### src/rtl/swevt_pkg.sv
// swevt_pkg: shared event types, direction codes and width helper for the switch event tracker
package swevt_pkg;
  localparam logic EVT_UP = 1'b1;
  localparam logic EVT_DOWN = 1'b0;
  localparam int MAX_IDW = 4;
  localparam logic [MAX_IDW-1:0] NONE_ID = '1;
  typedef struct packed {
    logic [MAX_IDW-1:0] id;
    logic               dir;
  } evt_t;
  function automatic int clog2(input int v);
    int r;
    r = 0;
    for (int i = 0; i < 31; i++) if ((1 << i) < v) r = i + 1;
    return r;
  endfunction
endpackage

### src/rtl/swevt_fifo.sv
// swevt_fifo: first-word-fall-through FIFO; push ignored when full, pop ignored when empty
// Ports: CLK, RESET (async, active-high), i_push/i_data write side, i_pop read side,
//        o_data head word, o_full, o_empty.
module swevt_fifo
  import swevt_pkg::*;
#(
  parameter int W     = 5,
  parameter int DEPTH = 4
) (
  input  logic         CLK,
  input  logic         RESET,
  input  logic         i_push,
  input  logic [W-1:0] i_data,
  input  logic         i_pop,
  output logic [W-1:0] o_data,
  output logic         o_full,
  output logic         o_empty
);
  localparam int AW = clog2(DEPTH);
  logic [W-1:0] r_mem [DEPTH];
  logic [AW:0]  r_wp, r_rp;
  logic         w_push, w_pop;
  assign w_push  = i_push && !o_full;
  assign w_pop   = i_pop && !o_empty;
  assign o_empty = r_wp == r_rp;
  // extra pointer bit distinguishes full from empty when the index bits match
  assign o_full  = (r_wp[AW] != r_rp[AW]) && (r_wp[AW-1:0] == r_rp[AW-1:0]);
  assign o_data  = r_mem[r_rp[AW-1:0]];
  always_ff @(posedge CLK or posedge RESET)
    if (RESET) begin
      r_wp  <= '0;
      r_rp  <= '0;
      r_mem <= '{default: '0};
    end else begin
      if (w_push) begin
        r_mem[r_wp[AW-1:0]] <= i_data;
        r_wp                <= r_wp + 1'b1;
      end
      if (w_pop) r_rp <= r_rp + 1'b1;
    end
endmodule

### src/rtl/switch_event_tracker.sv
// switch_event_tracker: turns net switch level changes into an ordered up/down event stream and an up-order stack
// Ports: CLK, RESET (async, active-high), SW raw levels (1 = up);
//        EVT_VALID/EVT_READY/EVT_ID/EVT_DIR event handshake (DIR 1 = up);
//        ACTIVE_VALID/ACTIVE_ID most recently raised switch still up; UP_COUNT stack depth.
// Build option: define SWEVT_SYNC_EN to add a two-flop synchroniser on SW.
module switch_event_tracker
  import swevt_pkg::*;
#(
  parameter int N_SW       = 10,
  parameter int FIFO_DEPTH = 4,
  localparam int IDW       = clog2(N_SW),
  localparam int CNTW      = clog2(N_SW + 1)
) (
  input  logic            CLK,
  input  logic            RESET,
  input  logic [N_SW-1:0] SW,
  output logic            EVT_VALID,
  input  logic            EVT_READY,
  output logic [IDW-1:0]  EVT_ID,
  output logic            EVT_DIR,
  output logic            ACTIVE_VALID,
  output logic [IDW-1:0]  ACTIVE_ID,
  output logic [CNTW-1:0] UP_COUNT
);
  logic [N_SW-1:0] w_sw_s;
`ifdef SWEVT_SYNC_EN
  localparam int PRIME_EDGES = 3;
  logic [N_SW-1:0] r_sync1, r_sync2;
  always_ff @(posedge CLK or posedge RESET)
    if (RESET) begin
      r_sync1 <= '0;
      r_sync2 <= '0;
    end else begin
      r_sync1 <= SW;
      r_sync2 <= r_sync1;
    end
  assign w_sw_s = r_sync2;
`else
  localparam int PRIME_EDGES = 1;
  assign w_sw_s = SW;
`endif
  logic [1:0]      r_prime_cnt;
  logic            w_primed, w_svc, w_dir, w_full, w_empty, w_hit;
  logic [N_SW-1:0] r_sw_q, r_pend, w_chg, w_sel;
  logic [IDW-1:0]  w_idx;
  logic [IDW-1:0]  r_stack [N_SW];
  logic [IDW-1:0]  w_stack_n [N_SW];
  logic [CNTW-1:0] r_count, w_count_n, w_pos;
  evt_t            w_push_evt, w_head;
  // pend stays frozen until the history register holds a settled post-reset sample
  assign w_primed = r_prime_cnt == 2'(PRIME_EDGES);
  assign w_chg    = w_sw_s ^ r_sw_q;
  always_comb begin
    w_idx = '0;
    for (int k = N_SW - 1; k >= 0; k--) if (r_pend[k]) w_idx = IDW'(k);
  end
  assign w_svc      = w_primed && (|r_pend) && !w_full;
  assign w_sel      = w_svc ? (N_SW'(1) << w_idx) : '0;
  assign w_dir      = r_sw_q[w_idx];
  assign w_push_evt = '{id: MAX_IDW'(w_idx), dir: w_dir};
  // a down event for a switch that was already up at reset finds no slot and leaves the stack alone
  always_comb begin
    w_hit = 1'b0;
    w_pos = '0;
    for (int k = 0; k < N_SW; k++)
      if (CNTW'(k) < r_count && r_stack[k] == w_idx) begin
        w_hit = 1'b1;
        w_pos = CNTW'(k);
      end
    w_stack_n = r_stack;
    w_count_n = r_count;
    if (w_svc && w_dir == EVT_UP) begin
      for (int k = 0; k < N_SW; k++) if (CNTW'(k) == r_count) w_stack_n[k] = w_idx;
      w_count_n = r_count + 1'b1;
    end else if (w_svc && w_hit) begin
      for (int k = 0; k < N_SW - 1; k++) if (CNTW'(k) >= w_pos) w_stack_n[k] = r_stack[k+1];
      w_stack_n[N_SW-1] = '0;
      w_count_n         = r_count - 1'b1;
    end
  end
  always_comb begin
    ACTIVE_ID = NONE_ID[IDW-1:0];
    for (int k = 0; k < N_SW; k++) if (CNTW'(k + 1) == r_count) ACTIVE_ID = r_stack[k];
  end
  assign ACTIVE_VALID = r_count != '0;
  assign UP_COUNT     = r_count;
  always_ff @(posedge CLK or posedge RESET)
    if (RESET) begin
      r_prime_cnt <= '0;
      r_sw_q      <= '0;
      r_pend      <= '0;
      r_stack     <= '{default: '0};
      r_count     <= '0;
    end else begin
      r_sw_q  <= w_sw_s;
      r_stack <= w_stack_n;
      r_count <= w_count_n;
      if (!w_primed) r_prime_cnt <= r_prime_cnt + 1'b1;
      else r_pend <= r_pend ^ w_chg ^ w_sel;
    end
  swevt_fifo #(.W($bits(evt_t)), .DEPTH(FIFO_DEPTH)) u_fifo (
    .CLK    (CLK),
    .RESET  (RESET),
    .i_push (w_svc),
    .i_data (w_push_evt),
    .i_pop  (EVT_READY),
    .o_data (w_head),
    .o_full (w_full),
    .o_empty(w_empty)
  );
  assign EVT_VALID = !w_empty;
  assign EVT_ID    = w_head.id[IDW-1:0];
  assign EVT_DIR   = w_head.dir;
endmodule

### config.mk
export PLATFORM = sky130hd
export DESIGN_NAME = switch_event_tracker
export DESIGN_NICKNAME = d
export VERILOG_FILES = /design/src/rtl/swevt_pkg.sv /design/src/rtl/swevt_fifo.sv /design/src/rtl/switch_event_tracker.sv
export SDC_FILE = /design/constraint.sdc
export NUM_CORES = 1
export LEC_CHECK = 0
export BUFFER_PORTS_ARGS = -buffer_cell sky130_fd_sc_hd__buf_2
export CORE_MARGIN = 4
export CORE_UTILIZATION = 25
export CTS_CLUSTER_SIZE = 20
export DETAILED_ROUTE_END_ITERATION = 10
export GPL_ROUTABILITY_DRIVEN = 0
export GPL_TIMING_DRIVEN = 0
export SYNTH_ARGS = -nofsm -noshare
export SYNTH_HDL_FRONTEND = slang
export SYNTH_SLANG_ARGS = --single-unit
### constraint.sdc
create_clock -name CLK -period 4.44 [get_ports CLK]
set_clock_uncertainty 0.1 [all_clocks]
set_input_delay 0.444 -clock CLK [delete_from_list [all_inputs] [get_ports CLK]]
set_output_delay 0.444 -clock CLK [all_outputs]
set_load 0.005 [all_outputs]
== Word-level counts from Yosys, hierarchy flattened ==
Cells that the tools add are included.
W data, S select, Z words.

* Add/subtract/negate cells: 5
* Magnitude comparators: 23
* Eq/ne operators: 34
* Shift operators: 1
* Muxes and demuxes: 71
* Bitwise logic cells: 5
* Reductions and logical operators: 43

{| class="wikitable"
|+ Operator list
! kind !! number
|-
| $mux W4 || 49
|-
| $mux W40 || 2
|-
| $eq A4 B4 Y1 || 10
|-
| $xor A10 B10 Y10 || 3
|-
| $reduce_and A3 Y1 || 9
|-
| $bwmux W20 || 1
|-
| $ne A2 B1 Y1 const B || 10
|-
| $reduce_bool A2 Y1 || 10
|-
| $logic_and A1 B1 Y1 || 18
|-
| $eq A3 B4 Y1 const A || 4
|-
| $ge A3 B4 Y1 const A || 4
|-
| $lt A3 B4 Y1 const A || 4
|-
| $mux W5 || 3
|-
| $eq A4 B4 Y1 const A || 3
|-
| $mux W1 || 12
|-
| $bmux W5 S2 || 1
|-
| $demux W5 S2 || 1
|-
| $mux W10 || 1
|-
| $reduce_or A10 Y1 || 1
|-
| $shl A1 B4 Y10 const A || 1
|-
| $eq A2 B4 Y1 const A || 2
|-
| $ge A1 B4 Y1 const A || 2
|-
| $ge A2 B4 Y1 const A || 2
|-
| $lt A1 B4 Y1 const A || 2
|-
| 21 further kinds || 27
|}

* Flip-flop bits (word level): 92
* Input bits: 13
* Output and inout port bits: 15
* Logic and storage cells: 202

== Depth between registers and ports, before layout ==
Gate-level depths: netlist of run 1.

* Depth in word-level cells: 25
* Depth in mapped cells: 13
* Mapped depth without buffers: 11

== Hierarchy ==
A second synthesis of run 1 with hierarchy kept.

* Cell total of the unflattened synthesis: 622
* Area total of the unflattened synthesis: 6175.9 µm²

{| class="wikitable"
|+ Modules (own cells, without submodules)
! module !! instances !! cells an instance !! area each (µm²) !! seq. area each (µm²)
|-
| switch_event_tracker || 1 || 528 || 4792.1 || 1651.6
|-
| swevt_fifo || 1 || 94 || 1383.8 || 650.6
|}

== Least setup slack after synthesis of run 1 ==
Ideal clock, no wire load.

* Path kind: flip-flop to flip-flop
* Start point: register r_pend[2]
* End point: register r_stack[33] in the netlist's numbering
* Library setup time: 119 ps
* Arrival time: 3378 ps
* Required time: 4221 ps
* Setup slack: 843 ps
* Cell stages (with the launch flop): 13
* Path buffers: 3
* Clock period less this slack: 3597 ps
* Path through: dfrtp_1 > buf_2 > or4_1 > buf_2 > nor2_4 > xnor2_1 > a2111oi_0 > and4_1 > or4_4 > or4b_1 > buf_2 > o32a_1 > o21a_1

* Longest elaborated chain between the ends: 18
* Elaborated cells between the ends (all ways): 56
* Those cells by class: order compare: 1; eq/ne: 11; mux: 26; reduce/logical: 18

{| class="wikitable"
|+ Ends and longest elaborated chain
! item !! RTL line !! text
|-
| from (decl) || switch_event_tracker.sv:44 || <nowiki>logic [N_SW-1:0] r_sw_q, r_pend, w_chg, w_sel;</nowiki>
|-
| from (signal assigned) || switch_event_tracker.sv:99 || <nowiki>else r_pend <= r_pend ^ w_chg ^ w_sel;</nowiki>
|-
| branches (longest 18 deep; another with $mux W4) || -- ||
|-
| to (signal assigned) || switch_event_tracker.sv:96 || <nowiki>r_stack <= w_stack_n;</nowiki>
|-
| to (decl) || switch_event_tracker.sv:46 || <nowiki>logic [IDW-1:0] r_stack [N_SW];</nowiki>
|}

Several ways; the timed one is not identified. The select of a mux whose other input is x is not followed.
A chain may end at the register's enable or synchronous reset.

== Final worst setup path of run 1 ==
* Start point: register r_pend[0]
* End point: register r_count[3] (netlist: UP_COUNT[3])

* Longest elaborated chain between the ends: 15
* Elaborated cells between the ends (all ways): 40
* Those cells by class: eq/ne: 10; mux: 14; reduce/logical: 16

{| class="wikitable"
|+ Ends and longest elaborated chain
! item !! RTL line !! text
|-
| $mux W4 || switch_event_tracker.sv:55 || <nowiki>for (int k = N_SW - 1; k >= 0; k--) if (r_pend[k]) w_idx = IDW'(k);</nowiki>
|-
| $eq A4 B4 Y1 || switch_event_tracker.sv:66 || <nowiki>if (CNTW'(k) < r_count && r_stack[k] == w_idx) begin</nowiki>
|-
| $logic_and A1 B1 Y1 || switch_event_tracker.sv:66 ||
|-
| $mux W1 (10 in series) || switch_event_tracker.sv:66 ||
|-
| $logic_and A1 B1 Y1 || switch_event_tracker.sv:75 || <nowiki>end else if (w_svc && w_hit) begin</nowiki>
|-
| $reduce_bool A2 Y1 (no line) || -- ||
|-
| to (signal assigned) || switch_event_tracker.sv:97 || <nowiki>r_count <= w_count_n;</nowiki>
|-
| to (decl) || switch_event_tracker.sv:48 || <nowiki>logic [CNTW-1:0] r_count, w_count_n, w_pos;</nowiki>
|}

Parallel ways exist; a longest one is shown, timed or not. The select of a mux whose other input is x is not followed.

==> results.md, run 1 <==
- CP Max Fanout: 10
- Remaining DRCs: 0
- R2R Setup Slk: 130 ps
- Min-Delay Path Class: in -> async
- Worst-Margin Slew: 968.3 ps
- Crit share post-route: 97.10%
- Synthesis-to-finish area growth: 14.47%
- TNS Setup: 0 ps
- FP Rows: 56
- Via/cell ratio: 5.102
- Worst setup EP type: flop
- Leading cell type in the layout, fill and taps excluded: dfrtp_1
- Mean post-synth cell area: 9.252 sq um
- Final setup vio count: 0
- Top-Level Pins: 28
- Area of the die: 0.02625 sq mm
- ANT cells: 0
- RSZ-0062 raised after global routing: no
- IO buf count: 27
- EDFF count, synth: 0
- DRT Pass-1 Iters: 5
- CP startpoint: r_pend[0]
- Routed WL: 17.55 mm
- CTS Buffer Depth: 2
- Seq cells post-synth: 92
- Asr flop ratio synth: 100.0%
- Sequential fraction of the synthesis area: 38.82%
- Startpoint Class: flop
- Post-CTS Setup Inserts: 0
- Die X: 162.0 um
- Layout cells sized above 1: 13.28%
- Reg2reg path depth: 11
- Crit path to: UP_COUNT[3]
- # nets final: 703
- Post-synth top area share: 38.82%
- Post-CTS resize count: 0
- Dominant cell type by area after synthesis: dfrtp_1
- Reg-to-reg endpoint: UP_COUNT[3]
- Tot GR Track Use: 13.70%
- Data arrival time of the worst path: 4490 ps
- First-pass GRT wire length: 28.15 mm
- Clk_lat worst skew: 360 ps
- Post-synth top flop: dfrtp_1
- # hold bufs at CTS: 0
- Max-cap violations: 0
- Grt total ovfl: 0
- Outcome: complete, no violations
- Final ANT Viol Nets: 0
- Cell area after synthesis: 0.005931 sq mm
- Initial Util: 25.34%
- Crit Path Category: reg -> reg
- Dpl hpwl: 13.02 mm
- Root buf cell: clkbuf_16
- H-tree depth: 3
- Num CTS Buffers: 9
- Post-synth cell types: 73
- Clock-pin transition on the worst setup and hold timing paths: 70 ps
- CTS tree: built
- RR Startpoint: r_pend[0]
- Largest net degree at the start of global routing: 51
- Final hold vios: 0
- Top post-synthesis cells by area: dfrtp_1 (39%), xnor2_1 (7.2%), o21ai_0 (3.9%), nand2_1 (3.8%), mux2_2 (2.7%)
- Synthesized instance count: 641
- Sink Count: 92
- Core Region: 0.02340 sq mm
- Vias in the first global route: 4907
- Syn nets: 664
- Commonest cells after routing, fill and taps aside: dfrtp_1 (92), nand2_1 (60), xnor2_1 (49), o21ai_0 (46), buf_2 (35)
- Die span in y: 162.0 um
- Layout fillers: 2518
- Vias after detailed routing: 5122
- Fmax: 231.9 MHz
- Routed len/inst: 17.48 um
- Slew headroom: 34.95%
- Ys Warns: 0
- Pins Over Slew Limit: 0
- Crit path required time: 4610 ps
- Tmin final: 4311 ps
- Drt initial violations: 557
- Initial antenna violation count: 0
-- kinds of logic after synthesis --
logic type | count (synthesis) | synth area share (%)
xor gates and xnor gates | 65 | 9.599
DFF | 92 | 38.82
and+or+nand+nor | 202 | 18.12
AOI/OAI and AO/OA | 176 | 20.19
muxes | 32 | 6.793
buffers and inverters | 64 | 4.367
adders and majority gates | 10 | 2.110
-- cell usage after synthesis (3+ instances only) --
library cell / count
a2111oi_0: 3
a211oi_1: 11
a21o_1: 11
a21oi_1: 25
a221oi_1: 5
a22oi_1: 3
a2bb2o_1: 4
a31oi_1: 8
and2_1: 3
and3_1: 6
and4_1: 3
buf_2: 8
clkbuf_1: 26
dfrtp_1: 92
ha_1: 10
inv_1: 27
mux2_2: 14
mux2i_1: 11
mux4_2: 5
nand2_1: 60
nand2b_1: 5
nand3_1: 26
nand3b_1: 4
nand4_1: 10
nor2_1: 33
nor2b_1: 3
nor3_1: 16
nor4_1: 5
o211ai_1: 5
o21a_1: 8
o21ai_0: 46
o221a_2: 4
o22ai_1: 12
o31ai_1: 4
o32a_1: 4
or2_2: 5
or3_1: 8
or4_1: 3
xnor2_1: 49
xor2_1: 16
-- metrics by stage --
stage | cells | setup WS (ps) | utilization, % | instance area [sq um] | hold WS, ps
floorplan | 641 | 843.2 | - | 5931 | 344.0
global placement | 987 | 208.2 | 27.63 | 6465 | 357.9
detailed placement | 988 | 269.6 | 27.75 | 6495 | 365.3
CTS | 1004 | 270.4 | 29.01 | 6789 | 68.06
global route | 1004 | 20.92 | 29.01 | 6789 | 105.7
finish | 1004 | 128.7 | 29.01 | 6789 | 53.67
-- routing by layer --
layer / track usage (%) / vias up / part of all wire, %
met2: 20.93 / 197 / 44
met3: 3.349 / 48 / 7.9
met1: 18.80 / 2464 / 46
met4: 5.229 / 0 / 3.1
li1: - / 2413 / -
met5: 0 / - / 0
-- how the worst min path moves through the flow --
stage | from | endpoint | slack [ps] | cells after the start
after global placement | r_prime_cnt[0] | r_prime_cnt[0] | 360 | 1
after CTS | RESET | u_fifo.r_rp[0] | 70 | 2
after floorplan | r_prime_cnt[0] | r_prime_cnt[0] | 340 | 1
after detailed placement | u_fifo.r_mem[4] | u_fifo.r_mem[4] | 370 | 2
after global routing | RESET | u_fifo.r_mem[16] | 110 | 2
final | RESET | u_fifo.r_rp[2] | 50 | 2
-- state kept, by name, summed over array words and instances (netlist names) --
name          flops
r_sw_q           10
u_fifo.r_rp       3
r_stack          40
u_fifo.r_mem     20
r_prime_cnt       2
u_fifo.r_wp       3
UP_COUNT          4
r_pend           10
-- cell type report --
type | count | area, sq um | area share, %
multi-input combinational | 485 | 3369 | 49.63
sequential | 92 | 2302 | 33.91
tap | 319 | 399.1 | 5.879
clock buffer | 10 | 229.0 | 3.373
timing repair buffer | 28 | 162.7 | 2.396
buffer | 37 | 157.7 | 2.322
inverter | 27 | 103.9 | 1.530
clock inverter | 6 | 65.06 | 0.9583
-- worst max-delay path, stage by stage, from the launching register on --
cell	delay, ps
dfrtp_1	470
clkbuf_1	270
or2_2	450
a21oi_1	300
buf_2	380
mux2i_1	140
or2_2	320
a21oi_1	750
clkbuf_1	580
nand4_1	160
o21ai_0	120
xor2_1	180
Power of run 1 is not shown: default switching activity piles up to over one toggle a cycle in this logic, so the estimate is an artifact.
==> inputs of run 2 (changes only) <==
--- a/config.mk
+++ b/config.mk
@@ -8,6 +8,7 @@
 export BUFFER_PORTS_ARGS = -buffer_cell sky130_fd_sc_hd__buf_2
 export CORE_MARGIN = 4
 export CORE_UTILIZATION = 25
+export CTS_BUF_LIST = sky130_fd_sc_hd__clkbuf_8
 export CTS_CLUSTER_SIZE = 20
 export DETAILED_ROUTE_END_ITERATION = 10
 export GPL_ROUTABILITY_DRIVEN = 0
==> run 2 against run 1 <==
  * Register-to-register slack about the same
  * Cell count unchanged
  * Fmax rose by 0.19%
  * Sequential share of layout area increased by 0.51 points
  * Hold slack lost 41 ps
  * Via count decreased by 0.23%
  * Sequential cell count stayed put
  * Wire length is 0.23% higher
  * Critical path depth unchanged
==> results.md, run 2 (synthesis gave the netlist of run 1 again) <==
- Final ANT Viol Nets: 0 (unchanged)
- Data arrival time of the worst path: 4510 ps (+20 ps)
- Synthesis-to-finish area growth: 12.76%
- Clock-pin transition on the worst setup and hold timing paths: 90 ps (+20 ps)
- DRT Pass-1 Iters: 7 (+2)
- Sink Count: 92 (unchanged)
- TNS Setup: 0 ps (unchanged)
- Top flop regs: r_stack x40, u_fifo.r_mem x20
- Max-cap violations: 0 (unchanged)
- Leading cell type in the layout, fill and taps excluded: dfrtp_1
- CTS tree: built
- Largest net degree at the start of global routing: 51 (unchanged)
- Area of the die: 0.02625 sq mm (unchanged)
- Layout Cells excl Fill: 1004 (unchanged)
- H-tree depth: 3 (unchanged)
- Routed len/inst: 17.52 um (+0.23%)
- Grt total ovfl: 0 (unchanged)
- # nets final: 703 (unchanged)
- Pins Over Slew Limit: 0 (unchanged)
- Worst-Margin Slew: 953.2 ps (-15.09 ps)
- CP Max Fanout: 10 (unchanged)
- Post-CTS resize count: 0 (unchanged)
- Crit Path Category: reg -> reg
- Tot GR Track Use: 13.67% (-0.028 points)
- Num CTS Buffers: 9 (unchanged)
- Commonest cells after routing, fill and taps aside: dfrtp_1 (92), nand2_1 (60), xnor2_1 (49), o21ai_0 (46), buf_2 (35)
- Worst setup EP type: flop
- Reg-to-reg endpoint: UP_COUNT[3]
- Root buf cell: clkbuf_8
- Fmax: 232.4 MHz (+0.19%)
- # hold bufs at CTS: 0 (unchanged)
- Remaining DRCs: 0 (unchanged)
- Initial Util: 25.34% (unchanged)
- Layout cells sized above 1: 13.28% (unchanged)
- Startpoint Class: flop
- Vias after detailed routing: 5110 (-0.23%)
- Crit share post-route: 96.92% (-0.18 points)
- First-pass GRT wire length: 28.11 mm (-0.15%)
- Crit path required time: 4650 ps (+40 ps)
- Top-Level Pins: 28 (unchanged)
- Dpl hpwl: 13.02 mm (unchanged)
- Placed Cells: 988 (unchanged)
- IO buf count: 27 (unchanged)
- Outcome: complete, no violations
- Reg2reg path depth: 11 (unchanged)
- Core Region: 0.02340 sq mm (unchanged)
- Die X: 162.0 um (unchanged)
- Final setup vio count: 0 (unchanged)
- R2R Setup Slk: 140 ps (about the same)
- ANT cells: 0 (unchanged)
- Drt initial violations: 598 (+7.4%)
- Largest register by flop count: r_stack
- CTS Buffer Depth: 2 (unchanged)
- FP Rows: 56 (unchanged)
- RSZ-0062 raised after global routing: no
- Slew headroom: 35.96% (+1.0 points)
- Hold slack: 12.40 ps (-41.27 ps)
- Min-Delay Path Class: in -> async
- Via/cell ratio: 5.090 (-0.23%)
- Max reg flops: 40 (unchanged)
- Routed WL: 17.59 mm (+0.23%)
- Final hold vios: 0 (unchanged)
- Post-CTS Setup Inserts: 0 (unchanged)
- Clk_lat worst skew: 390 ps (+30 ps)
- Vias in the first global route: 4929 (+0.45%)
- Die span in y: 162.0 um (unchanged)
- Tmin final: 4303 ps (-8.062 ps)
- Initial antenna violation count: 0 (unchanged)
- RR Startpoint: r_pend[0]
run 2: changes by cell type in the layout (fill, tap and decap cells not counted), sizes merged:
cell | before | now
clkbuf | 37 | 36
inv | 27 | 28
run 2: area by class of cell:
class	instances	area, sq um
multi-input cells	485	3369
well taps	319	399.1
flip-flops and latches	92	2302
clock buffers	9	123.9
plain buffers	37	157.7
clock inverters	7	68.82
repair buffers	28	162.7
fillers	2526	16710
inverters	27	103.9
run 2: layer usage:
metal  vias to the layer above  share of wire [%]  track usage [%]
li1                       2417                  -                -
met1                      2458                 46            18.78
met2                       195                 44            20.91
met3                        40                7.2            3.273
met4                         0                3.0            5.229
met5                         -                  0                0
run 2: stage by stage:
step,worst slack (ps),utilization [%],instance area [sq um]
final,136.7,28.58,6688
after global routing,14.09,28.58,6688
after CTS,252.8,28.58,6688
after detailed placement,269.6,27.75,6495
after global placement,208.2,27.63,6465
after floorplan,843.2,-,5931
run 2: worst max-delay path: stages (launching register included):
cell and delay [ps]:
dfrtp_1 480, clkbuf_1 270, or2_2 440, a21oi_1 300, buf_2 370, mux2i_1 140
or2_2 320, a21oi_1 760, clkbuf_1 570, nand4_1 160, o21ai_0 120, xor2_1 180
run 2: worst max-delay path by stage:
stage | slack (ps) | end | startpoint
final | 140 | UP_COUNT[3] | r_pend[0]
after global placement | 210 | r_stack[23] | RESET
after detailed placement | 270 | UP_COUNT[3] | r_pend[2]
after floorplan | 840 | r_stack[33] | r_pend[2]
after global routing | 10 | UP_COUNT[3] | r_pend[0]
after CTS | 250 | UP_COUNT[3] | r_pend[0]
Power of run 2 is left out for the same reason.
